`src/rtl/mem_test_sequencer.sv`:
```
// mem_test_sequencer
// Sequences a memory test: takes test parameters from the CSR block and
// issues write/read commands to the transmitter over a valid/ready
// handshake, steering the external address generator with next/rewind
// strobes. Supports repeated passes, abort, stop/continue on error and
// error/pass counters.
//
// Ports:
//   clk_i, rst_i                 clock, synchronous active-high reset
//   test_start_i / test_abort_i  start pulse (IDLE only) / abort request
//   test_mode_i                  0 WR-only, 1 RD-only, 2 WR+check, 3 WR-then-RD
//   test_count_i, test_repeat_i  transactions per pass, passes (0 means 1)
//   stop_on_err_i                first compare error ends the test
//   cmp_error_i                  compare mismatch pulse
//   cmp_busy_i, meas_busy_i, trans_busy_i  downstream busy, gate completion
//   trans_ready_i / trans_valid_o, trans_type_o, trans_addr_o  command channel
//   addr_i                       current address from the address generator
//   addr_next_o / addr_rewind_o  advance / reload the address generator
//   test_busy_o, test_finished_o, test_result_o, test_aborted_o  status
//   err_cnt_o, pass_cnt_o        saturating error count, completed passes
module mem_test_sequencer #(
  parameter int unsigned ADDR_W = 31,
  parameter int unsigned CNT_W  = 16,
  parameter int unsigned REP_W  = 8
) (
  input  logic              clk_i,
  input  logic              rst_i,
  input  logic              test_start_i,
  input  logic              test_abort_i,
  input  logic [2:0]        test_mode_i,
  input  logic [CNT_W-1:0]  test_count_i,
  input  logic [REP_W-1:0]  test_repeat_i,
  input  logic              stop_on_err_i,
  input  logic              cmp_error_i,
  input  logic              cmp_busy_i,
  input  logic              meas_busy_i,
  input  logic              trans_busy_i,
  input  logic              trans_ready_i,
  output logic              trans_valid_o,
  output logic              trans_type_o,
  output logic [ADDR_W-1:0] trans_addr_o,
  input  logic [ADDR_W-1:0] addr_i,
  output logic              addr_next_o,
  output logic              addr_rewind_o,
  output logic              test_busy_o,
  output logic              test_finished_o,
  output logic              test_result_o,
  output logic              test_aborted_o,
  output logic [CNT_W-1:0]  err_cnt_o,
  output logic [REP_W-1:0]  pass_cnt_o
);

  typedef enum logic [2:0] {
    S_IDLE,
    S_LOAD,
    S_WR_PASS,
    S_RD_PASS,
    S_WR_WORD,
    S_RD_WORD,
    S_REWIND,
    S_DRAIN
  } state_t;

  state_t             r_state;
  state_t             r_after_rewind;
  logic [1:0]         r_mode;
  logic [CNT_W-1:0]   r_count;
  logic [CNT_W-1:0]   r_remaining;
  logic [REP_W-1:0]   r_repeat;
  logic [REP_W-1:0]   r_pass_cnt;
  logic [CNT_W-1:0]   r_err_cnt;
  logic               r_finished;
  logic               r_result;
  logic               r_aborted;

  state_t             w_next;
  state_t             w_after_rewind;
  logic               w_issue;
  logic               w_accept;
  logic               w_last;
  logic               w_busy;
  logic               w_err;
  logic               w_abort;
  logic               w_force_drain;
  logic               w_dec;
  logic               w_addr_next;
  logic               w_pass_end;
  logic               w_more_passes;

  function automatic state_t first_state(input logic [1:0] mode);
    case (mode)
      2'd1:    return S_RD_PASS;
      2'd2:    return S_WR_WORD;
      default: return S_WR_PASS;
    endcase
  endfunction

  assign w_issue  = (r_state == S_WR_PASS) || (r_state == S_RD_PASS) ||
                    (r_state == S_WR_WORD) || (r_state == S_RD_WORD);
  assign w_accept = w_issue && trans_ready_i;
  assign w_last   = (r_remaining == CNT_W'(1));
  assign w_busy   = (r_state != S_IDLE);
  assign w_err    = w_busy && cmp_error_i;
  assign w_abort  = w_busy && (r_state != S_DRAIN) && test_abort_i;
  // Passes are counted up from zero and repeat is at least 1, so equality
  // marks the final pass without any wrap concern.
  assign w_more_passes = ((r_pass_cnt + REP_W'(1)) != r_repeat);
  // Abort or a stopping error wins over whatever the issue states decided,
  // including a same-cycle accept; an unaccepted command is simply dropped.
  assign w_force_drain = w_abort ||
                         (w_err && stop_on_err_i && (r_state != S_DRAIN));

  always_comb begin
    w_next         = r_state;
    w_after_rewind = r_after_rewind;
    w_dec          = 1'b0;
    w_addr_next    = 1'b0;
    w_pass_end     = 1'b0;
    case (r_state)
      S_IDLE: begin
        if (test_start_i) w_next = S_LOAD;
      end
      S_LOAD: begin
        if ((test_count_i == '0) || test_mode_i[2]) w_next = S_DRAIN;
        else                                        w_next = first_state(test_mode_i[1:0]);
      end
      S_WR_PASS: begin
        if (w_accept) begin
          w_addr_next = 1'b1;
          w_dec       = 1'b1;
          if (w_last) begin
            if (r_mode == 2'd3) begin
              // Write half of a write-then-read pass: the pass is only
              // complete after the read-back half.
              w_next         = S_REWIND;
              w_after_rewind = S_RD_PASS;
            end else begin
              w_pass_end = 1'b1;
            end
          end
        end
      end
      S_RD_PASS: begin
        if (w_accept) begin
          w_addr_next = 1'b1;
          w_dec       = 1'b1;
          if (w_last) w_pass_end = 1'b1;
        end
      end
      S_WR_WORD: begin
        if (w_accept) w_next = S_RD_WORD;
      end
      S_RD_WORD: begin
        if (w_accept) begin
          w_addr_next = 1'b1;
          w_dec       = 1'b1;
          if (w_last) w_pass_end = 1'b1;
          else        w_next     = S_WR_WORD;
        end
      end
      S_REWIND: begin
        w_next = r_after_rewind;
      end
      S_DRAIN: begin
        if (!cmp_busy_i && !meas_busy_i && !trans_busy_i) w_next = S_IDLE;
      end
      default: w_next = S_IDLE;
    endcase

    if (w_pass_end) begin
      if (w_more_passes) begin
        w_next         = S_REWIND;
        w_after_rewind = first_state(r_mode);
      end else begin
        w_next = S_DRAIN;
      end
    end

    if (w_force_drain) w_next = S_DRAIN;
  end

  always_ff @(posedge clk_i) begin
    if (rst_i) begin
      r_state        <= S_IDLE;
      r_after_rewind <= S_WR_PASS;
      r_mode         <= '0;
      r_count        <= '0;
      r_remaining    <= '0;
      r_repeat       <= '0;
      r_pass_cnt     <= '0;
      r_err_cnt      <= '0;
      r_finished     <= 1'b0;
      r_result       <= 1'b0;
      r_aborted      <= 1'b0;
    end else begin
      r_state        <= w_next;
      r_after_rewind <= w_after_rewind;

      if ((r_state == S_IDLE) && test_start_i) begin
        r_finished <= 1'b0;
        r_result   <= 1'b0;
        r_aborted  <= 1'b0;
        r_err_cnt  <= '0;
        r_pass_cnt <= '0;
      end

      if (r_state == S_LOAD) begin
        r_mode      <= test_mode_i[1:0];
        r_count     <= test_count_i;
        r_remaining <= test_count_i;
        r_repeat    <= (test_repeat_i == '0) ? REP_W'(1) : test_repeat_i;
        if (test_mode_i[2]) r_result <= 1'b1;
      end

      if (r_state == S_REWIND) r_remaining <= r_count;
      if (w_dec)               r_remaining <= r_remaining - CNT_W'(1);
      if (w_pass_end)          r_pass_cnt  <= r_pass_cnt + REP_W'(1);

      if (w_err) begin
        r_result <= 1'b1;
        if (r_err_cnt != '1) r_err_cnt <= r_err_cnt + CNT_W'(1);
      end

      if (w_abort) r_aborted <= 1'b1;

      if ((r_state == S_DRAIN) && (w_next == S_IDLE)) r_finished <= 1'b1;
    end
  end

  assign trans_valid_o   = w_issue;
  assign trans_type_o    = (r_state == S_RD_PASS) || (r_state == S_RD_WORD);
  assign trans_addr_o    = w_issue ? addr_i : '0;
  assign addr_next_o     = w_addr_next;
  assign addr_rewind_o   = (r_state == S_LOAD) || (r_state == S_REWIND);
  assign test_busy_o     = w_busy;
  assign test_finished_o = r_finished;
  assign test_result_o   = r_result;
  assign test_aborted_o  = r_aborted;
  assign err_cnt_o       = r_err_cnt;
  assign pass_cnt_o      = r_pass_cnt;

endmodule

```
`config.mk`:
```
export PLATFORM = sky130hd
export DESIGN_NAME = mem_test_sequencer
export DESIGN_NICKNAME = d
export VERILOG_FILES = /design/src/rtl/mem_test_sequencer.sv
export SDC_FILE = /design/constraint.sdc
export NUM_CORES = 1
export LEC_CHECK = 0
export ABC_AREA = 1
export CAP_MARGIN = 20
export CORE_MARGIN = 5
export CORE_UTILIZATION = 40
export CTS_CLUSTER_DIAMETER = 80
export DETAILED_ROUTE_END_ITERATION = 12
export MAX_ROUTING_LAYER = met4
export PLACE_DENSITY_LB_ADDON = 0.08
export SLEW_MARGIN = 20
export SYNTH_ARGS = -nofsm -noshare
export SYNTH_HDL_FRONTEND = slang
export SYNTH_SLANG_ARGS = --single-unit
```
`constraint.sdc`:
```
create_clock -name clk_i -period 2.25 [get_ports clk_i]
set_clock_uncertainty 0.05 [all_clocks]
set_input_delay 0.675 -clock clk_i [delete_from_list [all_inputs] [get_ports clk_i]]
set_output_delay 0.675 -clock clk_i [all_outputs]
set_load 0.05 [all_outputs]
```
Yosys cells after proc, flatten, opt, wreduce, memory -nomap -nowiden --
Cells that the tools add are included.
Word-level totals: flip-flop bits (word level) 75, output and inout bits 63, word-level logic and storage cells 107
Operators by class: $add $sub $neg 3, equality and inequality tests 16, multiplexer cells 46, reductions and logical operators 31
Operator list (count):
- 16-bit 2-to-1 mux | 6
- 3-bit 2-to-1 mux | 17
- 31-bit 2-to-1 mux | 1
- 8-bit 2-to-1 mux | 3
- 3-bit case mux with 7 select lines | 1
- 16-bit by 1-bit adder with 16-bit output (second input constant) | 1
- 16-bit by 1-bit == test with 1-bit output (second input constant) | 1
- 16-bit zero test | 1
- 16-bit != test (second input constant) | 1
- 16-bit by 1-bit subtractor with 16-bit output (second input constant) | 1
- 1-bit 2-to-1 mux | 15
- 3-bit == test (second input constant) | 4
- 3-bit case mux with 2 select lines | 2
- 1-bit logical AND | 10
- 8-bit by 1-bit adder with 8-bit output (second input constant) | 1
- 8-bit zero test | 1
- 8-bit != test | 1
- 1-bit logical OR | 7
- 2-bit == test (second input constant) | 3
- 3-bit by 2-bit == test with 1-bit output (second input constant) | 2
- 3-bit zero test | 2
- 2-bit nonzero test | 3
- 3-bit nonzero test | 2
- 2-bit by 1-bit == test with 1-bit output (second input constant) | 2
- 6 further kinds | 8

Longest topological paths before layout --
Gate-level depths: netlist of run 1.
word-level depth 12, gate-level depth with buffers 14, gate-level depth less buffers 13

Least setup slack after synthesis of run 1 --
No wires, ideal clock.
path type flip-flop to output port, start point register r_state[2], end point output trans_addr_o[21], data arrival time 1.617 ns, required time 1.525 ns, slack -0.092 ns, cell stages (with the launch flop) 7, path buffers 2, cell sequence dfxtp_1 buf_2 nand3_1 nand2_1 nor2_1 clkbuf_1 nor2_1
On the way: word-level cells in the longest chain between the ends 5, elaborated cells between the ends (all ways) 8, those cells by class eq/ne (4); mux (1); reduce/logical (3)
Ends and longest elaborated chain:
- from (decl) | line 64 | state_t r_state;
- from (signal assigned) | line 196 | r_state <= w_next;
- 3-bit by 2-bit == test with 1-bit output | line 98 | assign w_issue = (r_state == S_WR_PASS) || (r_state == S_RD_PASS) ||
- 1-bit logical OR (2 in a row) | line 98
- 1-bit logical OR (*) | line 99 | (r_state == S_WR_WORD) || (r_state == S_RD_WORD);
- 31-bit 2-to-1 mux (*) | line 232 | assign trans_addr_o = w_issue ? addr_i : '0;
- to (decl) | line 41 | output logic [ADDR_W-1:0] trans_addr_o,
Every way passes the cells marked *; elsewhere a longest branch is shown, timed or not.

Worst setup path after layout of run 1 --
start point register r_state[1], end point output trans_addr_o[26]
Same word-level chain as after synthesis.

==> results of run 1 <==
[what timing repair did]
action                                  CTS  global route
hold buffers                              0             0
resized for setup                        83            18
setup buffers                            10             3
pin swaps                                 9            10
endpoints found under the setup margin   36            40
gates cloned                              4             0
[layer usage]
layer	vias to the layer above	global-route usage, %	part of all wire (%)
met5	-	-	0
met4	0	5.71	1.2
met3	19	5.42	6.4
met2	164	39.2	51
met1	2399	26.8	41
li1	2582	-	-
[power by group]
| group | switching, mW | leakage (nW) | total [mW] | internal (mW) |
|---|---|---|---|---|
| Combinational | 2.20 | 2.31 | 3.86 | 1.66 |
| Sequential | 0.185 | 0.615 | 1.74 | 1.55 |
| Clock | 0.519 | 0.0906 | 1.03 | 0.514 |
[how the worst max path moves through the flow]
| stage | from | to | slack, ns | cells past startpoint |
|---|---|---|---|---|
| 3_3_place_gp | addr_i[1] | trans_addr_o[1] | -0.003 | 4 |
| 3_5_place_dp | rst_i | r_remaining[4]$_SDFFE_PP0P_ | -0.07 | 4 |
| 4_1_cts | r_state[1]$_SDFF_PP0_ | trans_addr_o[26] | -0.1 | 9 |
| 5_1_grt | r_state[1]$_SDFF_PP0_ | trans_addr_o[26] | -0.15 | 7 |
| 2_1_floorplan | r_state[2]$_SDFF_PP0_ | trans_addr_o[21] | -0.09 | 6 |
| 6_report | r_state[1]$_SDFF_PP0_ | trans_addr_o[26] | -0.09 | 7 |
[cell families (layout without fill, tap and decap cells)]
kind of cell             Yosys count  after routing
AO/OA/AOI/OAI                    145            145
XOR/XNOR                           9              9
adder cells (fa/ha/maj)            4              4
buffers and inverters            135            297
flip-flops                        75             75
AND/OR/NAND/NOR                  332            332
[metrics by stage]
step,cells,setup TNS [ns]
floorplan,700,-2.66
global placement,970,-0.00338
detailed placement,970,-0.145
CTS,1000,-2.45
global route,1002,-4.15
finish,1002,-2.40
[cell usage after synthesis]
library cell  number
nor4_1             3
a31oi_1            7
nand3b_2           1
o21ai_0           65
o211ai_1           1
nor2_2             4
dfxtp_1           75
a221oi_1           2
nand2_2            4
o22ai_1            1
inv_1            108
ha_1               4
nor2_1           117
buf_1              1
nand2_4            1
or2_2              1
a2111oi_1          1
o221ai_1           2
nand4_1            9
clkbuf_1          17
nand3b_1           3
o21bai_1           2
nand3_1           48
a21oi_2            2
nor3_1            15
nor3_2             2
xor2_1             6
a211oi_2           2
buf_2              5
a211oi_1           4
buf_6              1
xnor2_1            3
nor3b_1            2
nor2_4             1
nand2_1          120
a22oi_1            1
a2111oi_0          1
a21oi_1           54
nor3_4             1
inv_2              3
[cell type report]
class | instances | area share [%]
repair buffers | 170 | 28.9
well taps | 140 | 2.51
multi-input cells | 490 | 38.2
inverters | 111 | 6.11
clock inverters | 4 | 0.735
flip-flops and latches | 75 | 21.7
clock buffers | 12 | 1.94
[worst max-delay path: cells and delay by family (launching register included)]
kind | cells | cell delay (ns)
and+or+nand+nor | 3 | 0.32
DFF | 1 | 0.37
buffers and inverters | 4 | 0.56
[sequential cells by signal (all words and copies together), names as in the netlist, 2 cells and up]
register,count
r_remaining,16
pass_cnt_o,8
r_count,16
r_state,3
r_mode,2
err_cnt_o,16
r_repeat,8
r_after_rewind,3
==> reports/metrics.yaml, run 1 <==
mappedNetlistArea_um2: 4400
gr-total-overflow: 0
nFillCells: 940
path_class: "register to output pin"
power_density_nw_per_um2: 949
synth_top_area_share_pct: 34.1
slew_violations: 0
hp-start: "r_count[6]$_SDFFE_PP0P_"
antenna_left: 0
synth_area_leaders: "dfxtp_1 34%, nand2_1 10%, nor2_1 10%"
final_cell_mix: "117 x nand2_1, 104 x inv_1, 84 x nor2_1"
antenna_found_initial: 0
grt_pass1_wl_um: 23800
synth-simple-area-share_pct: 32.8
grt_max_degree: 45
cp.arrival_ns: 1.62
postPlaceCellArea_um2: 6280
fp.dieH_um: 115
worstSetupStartpointType: "register"
worstPathRequired_ns: 1.52
crit_fanout: 8
cts-buffers-inserted: 9
finalPower_mw: 6.63
yosys.area_share.adder_pct: 1.14
fin_crit_ns: 2.34
reg2reg_to: "err_cnt_o[7]$_SDFF_PP0_"
seqCellArea_um2: 1510
row_count: 38
path_cells: "buf_6 > nor2_4 > nor2_4 > buf_12 > buf_16 > nor2_4 > buf_12"
io_buffers: 130
timing.max_cap.violations: 0
power.leakage_nw: 3.01
setup_violations: 32
yosys.area.top_type: "dfxtp_1"
syn-num-nets: 772
hold_class: "register to register"
start_util_pct: 40.7
dieArea_um2: 13200
syn_inst: 700
postRouteWirelength_um: 14800
grt_pass1_vias: 5027
num_vias: 5164
final_area_um2: 6980
path_clk_slew_ns: 0.07
synth_compound_area_share_pct: 18.2
ys_ff_latch: 75
htreeDepth: 3
cts_tree: "built"
dr.pass1.iters: 5
violations: "setup timing"
finish.net_count: 929
synth_xor_area_share_pct: 1.79
worst_slew_pin_slew_ns: 0.519
relSlewSlack_pct: 65.4
synth_cell_types: 40
drc: 0
viasPerCell: 5.15
hold_viol: 0
ys_seq_area_share_pct: 34.1
syn_area_per_cell_um2: 6.28
reg2reg_slack_ns: 0.19
peakVddDrop_uv: 630
syn2layout_area_growth_pct: 58.8
multi_input_area_um2: 2670
drive_gt1_share_pct: 21.0
track_usage_pct: 22.8
n_antenna_cell: 0
cpPeakStageDelay_ns: 0.37
grt_setup_unrepaired: "yes"
die_w_um: 115
synth_top_family_by_area: "simple AND/OR/NAND/NOR gates"
worstHoldPathCells: 2
fmax_mhz: 427
cts_max_path_buffers: 2
place_ws_ns: -0.0737
slowest_stage: "dfxtp_4"
crit_top_cell: "nor2_4"
first_iter_violations: 328
end_kind: "output pin"
timing.rr.start: "err_cnt_o[1]$_SDFF_PP0_"
yosys_warnings: 0
cts_sinks: 75
final_common_cell: "nand2_1"
io_pins: 131
gp_congestion: 0.880
status: "finished with violations"
dpl.hpwl_um: 10600
rr_worst_depth: 12
synthMuxAreaShare_pct: 0
min_to: "r_count[6]$_SDFFE_PP0P_"
setup_ws_ns: -0.0934
root_buffer: "clkbuf_8"
insertion_delay_ns: 0.36
hold_ws_ns: 0.401
core_um2: 10800
wl_per_cell_um: 14.8
fin_util_pct: 64.7
post-route-period-util_pct: 104
Power figures use the tool's default switching activity.
==> run 2: changes to the inputs <==
- PLACE_DENSITY: not set -> 0.7
- PLACE_DENSITY_LB_ADDON: 0.08 -> not set
- SLEW_MARGIN: 20 -> not set
==> reports/metrics.yaml, run 2 (synthesis gave the netlist of run 1 again) <==
wl_per_cell_um: 14.8  # about the same
grt_pass1_wl_um: 23400  # was 23,800 um
fmax_mhz: 426  # was 427 MHz
start_util_pct: 40.7  # unchanged
route.met3.wl_um: 1000  # was 940 um
fin_crit_ns: 2.35  # was 2.34 ns
first_iter_violations: 373  # was 328
final_cell_mix: "118 x nand2_1, 105 x inv_1, 83 x nor2_1"  # was 117 x nand2_1, 104 x inv_1, 84 x nor2_1
io_pins: 131  # unchanged
fin_util_pct: 64.2  # was 64.7%
gr-total-overflow: 0  # unchanged
hold_viol: 0  # unchanged
cts-buffers-inserted: 9  # unchanged
cts_tree: "built"  # unchanged
htreeDepth: 3  # unchanged
setup_violations: 34  # was 32
root_buffer: "clkbuf_8"  # unchanged
drive_gt1_share_pct: 22.0  # was 21.0%
grt_setup_unrepaired: "yes"  # unchanged
route.met2.wl_um: 7070  # was 7520 um
cts_max_path_buffers: 2  # unchanged
post-route-period-util_pct: 104  # about the same
final_common_cell: "nand2_1"  # unchanged
timing.max_cap.violations: 0  # unchanged
dpl.hpwl_um: 10500  # was 10,600 um
status: "finished with violations"  # unchanged
gp_congestion: 0.933  # was 0.880
ctsHoldBuffers: 0  # unchanged
antenna_found_initial: 0  # unchanged
peakVddDrop_uv: 738  # was 630 uV
die_w_um: 115  # unchanged
grt_pass1_vias: 5181  # was 5,027
drt-met1-wl_um: 6500  # was 6130 um
power.leakage_nw: 3.03  # was 3.01 nW
worst_slew_pin_slew_ns: 0.499  # was 0.519 ns
fp.dieH_um: 115  # unchanged
io_buffers: 130  # unchanged
drc: 0  # unchanged
viasPerCell: 5.22  # was 5.15
cp.arrival_ns: 1.62  # about the same
worstSetupStartpointType: "register"  # unchanged
dr.pass1.iters: 5  # unchanged
syn2layout_area_growth_pct: 57.5  # was 58.8%
track_usage_pct: 22.4  # was 22.8%
dieArea_um2: 13200  # unchanged
core_um2: 10800  # unchanged
finish.net_count: 936  # was 929
finalPower_mw: 6.73  # was 6.63 mW
setup_ws_ns: -0.0996  # was -0.0934 ns
insertion_delay_ns: 0.36  # about the same
num_vias: 5266  # was 5,164
power_density_nw_per_um2: 972  # was 949 nW/um2
violations: "setup timing"  # unchanged
slew_violations: 0  # unchanged
n_antenna_cell: 0  # unchanged
end_kind: "output pin"  # unchanged
postRouteWirelength_um: 15000  # was 14,800 um
grt_max_degree: 32  # was 45
crit_fanout: 8  # unchanged
row_count: 38  # unchanged
routed.top_layer: "met4"  # unchanged
hold_class: "register to register"  # unchanged
worstPathRequired_ns: 1.52  # about the same
antenna_left: 0  # unchanged
path_clk_slew_ns: 0.08  # was 0.07 ns
relSlewSlack_pct: 66.7  # was 65.4%
path_class: "register to output pin"  # unchanged
cts_sinks: 75  # unchanged
[run 2: path summary, 6_finish.rpt]
kind / cells after the start / to / slack (ns) / startpoint
worst max-delay path: 9 / trans_addr_o[15] / -0.1 / r_state[1]$_SDFF_PP0_
worst min-delay path: 2 / r_count[1]$_SDFFE_PP0P_ / 0.40 / r_count[1]$_SDFFE_PP0P_
worst max register to register: 16 / r_after_rewind[2]$_SDFF_PP0_ / -0.07 / r_state[1]$_SDFF_PP0_
worst min register to register: 2 / r_count[1]$_SDFFE_PP0P_ / 0.40 / r_count[1]$_SDFFE_PP0P_
[run 2: cell type report]
class	instances	area, um2
inverter	111	422
timing repair buffer	177	1910
clock buffer	12	165
clock inverter	4	95.1
fill	926	3870
sequential	75	1510
tap	140	175
multi-input combinational	490	2640
[run 2: per-layer routing]
layer / global-route usage (%) / vias up
li1: - / 2579
met1: 27.6 / 2429
met2: 36.5 / 226
met3: 3.58 / 32
met4: 9.08 / 0
met5: - / -
[run 2: metrics by stage]
| step | worst slack (ns) | cells | cell area [um2] | TNS [ns] | hold WS (ns) |
|---|---|---|---|---|---|
| final | -0.0996 | 1009 | 6920 | -2.49 | 0.398 |
| after global routing | -0.150 | 1009 | 6920 | -4.38 | 0.424 |
| after CTS | -0.114 | 1005 | 6700 | -1.52 | 0.401 |
| after detailed placement | -0.0568 | 973 | 6080 | -0.157 | 0.390 |
| after global placement | -0.0309 | 973 | 6080 | -0.118 | 0.384 |
| after floorplan | -0.0917 | 700 | 4400 | -2.66 | 0.375 |
[run 2: power by group]
part | internal (mW) | total (mW) | switching (mW)
Clock | 0.827 | 1.34 | 0.518
Combinational | 1.50 | 3.64 | 2.14
Sequential | 1.55 | 1.74 | 0.187
Total | 3.88 | 6.73 | 2.85
[run 2: what timing repair did]
| action | CTS | global route |
|---|---|---|
| resized for setup | 63 | 48 |
| pin swaps | 9 | 10 |
| cloned | 1 | 1 |
| setup endpoints to repair | 33 | 40 |
| hold endpoints to repair | 0 | 0 |
| buffers inserted | 15 | 3 |
[run 2: critical path, stage by stage (launching register included)]
cell and delay, ns:
dfxtp_4 0.36, inv_4 0.08, nor2_4 0.03, inv_2 0.08, nand2_4 0.06, nor2_4 0.14
clkbuf_16 0.16, buf_12 0.15, nor2_4 0.05, buf_12 0.14
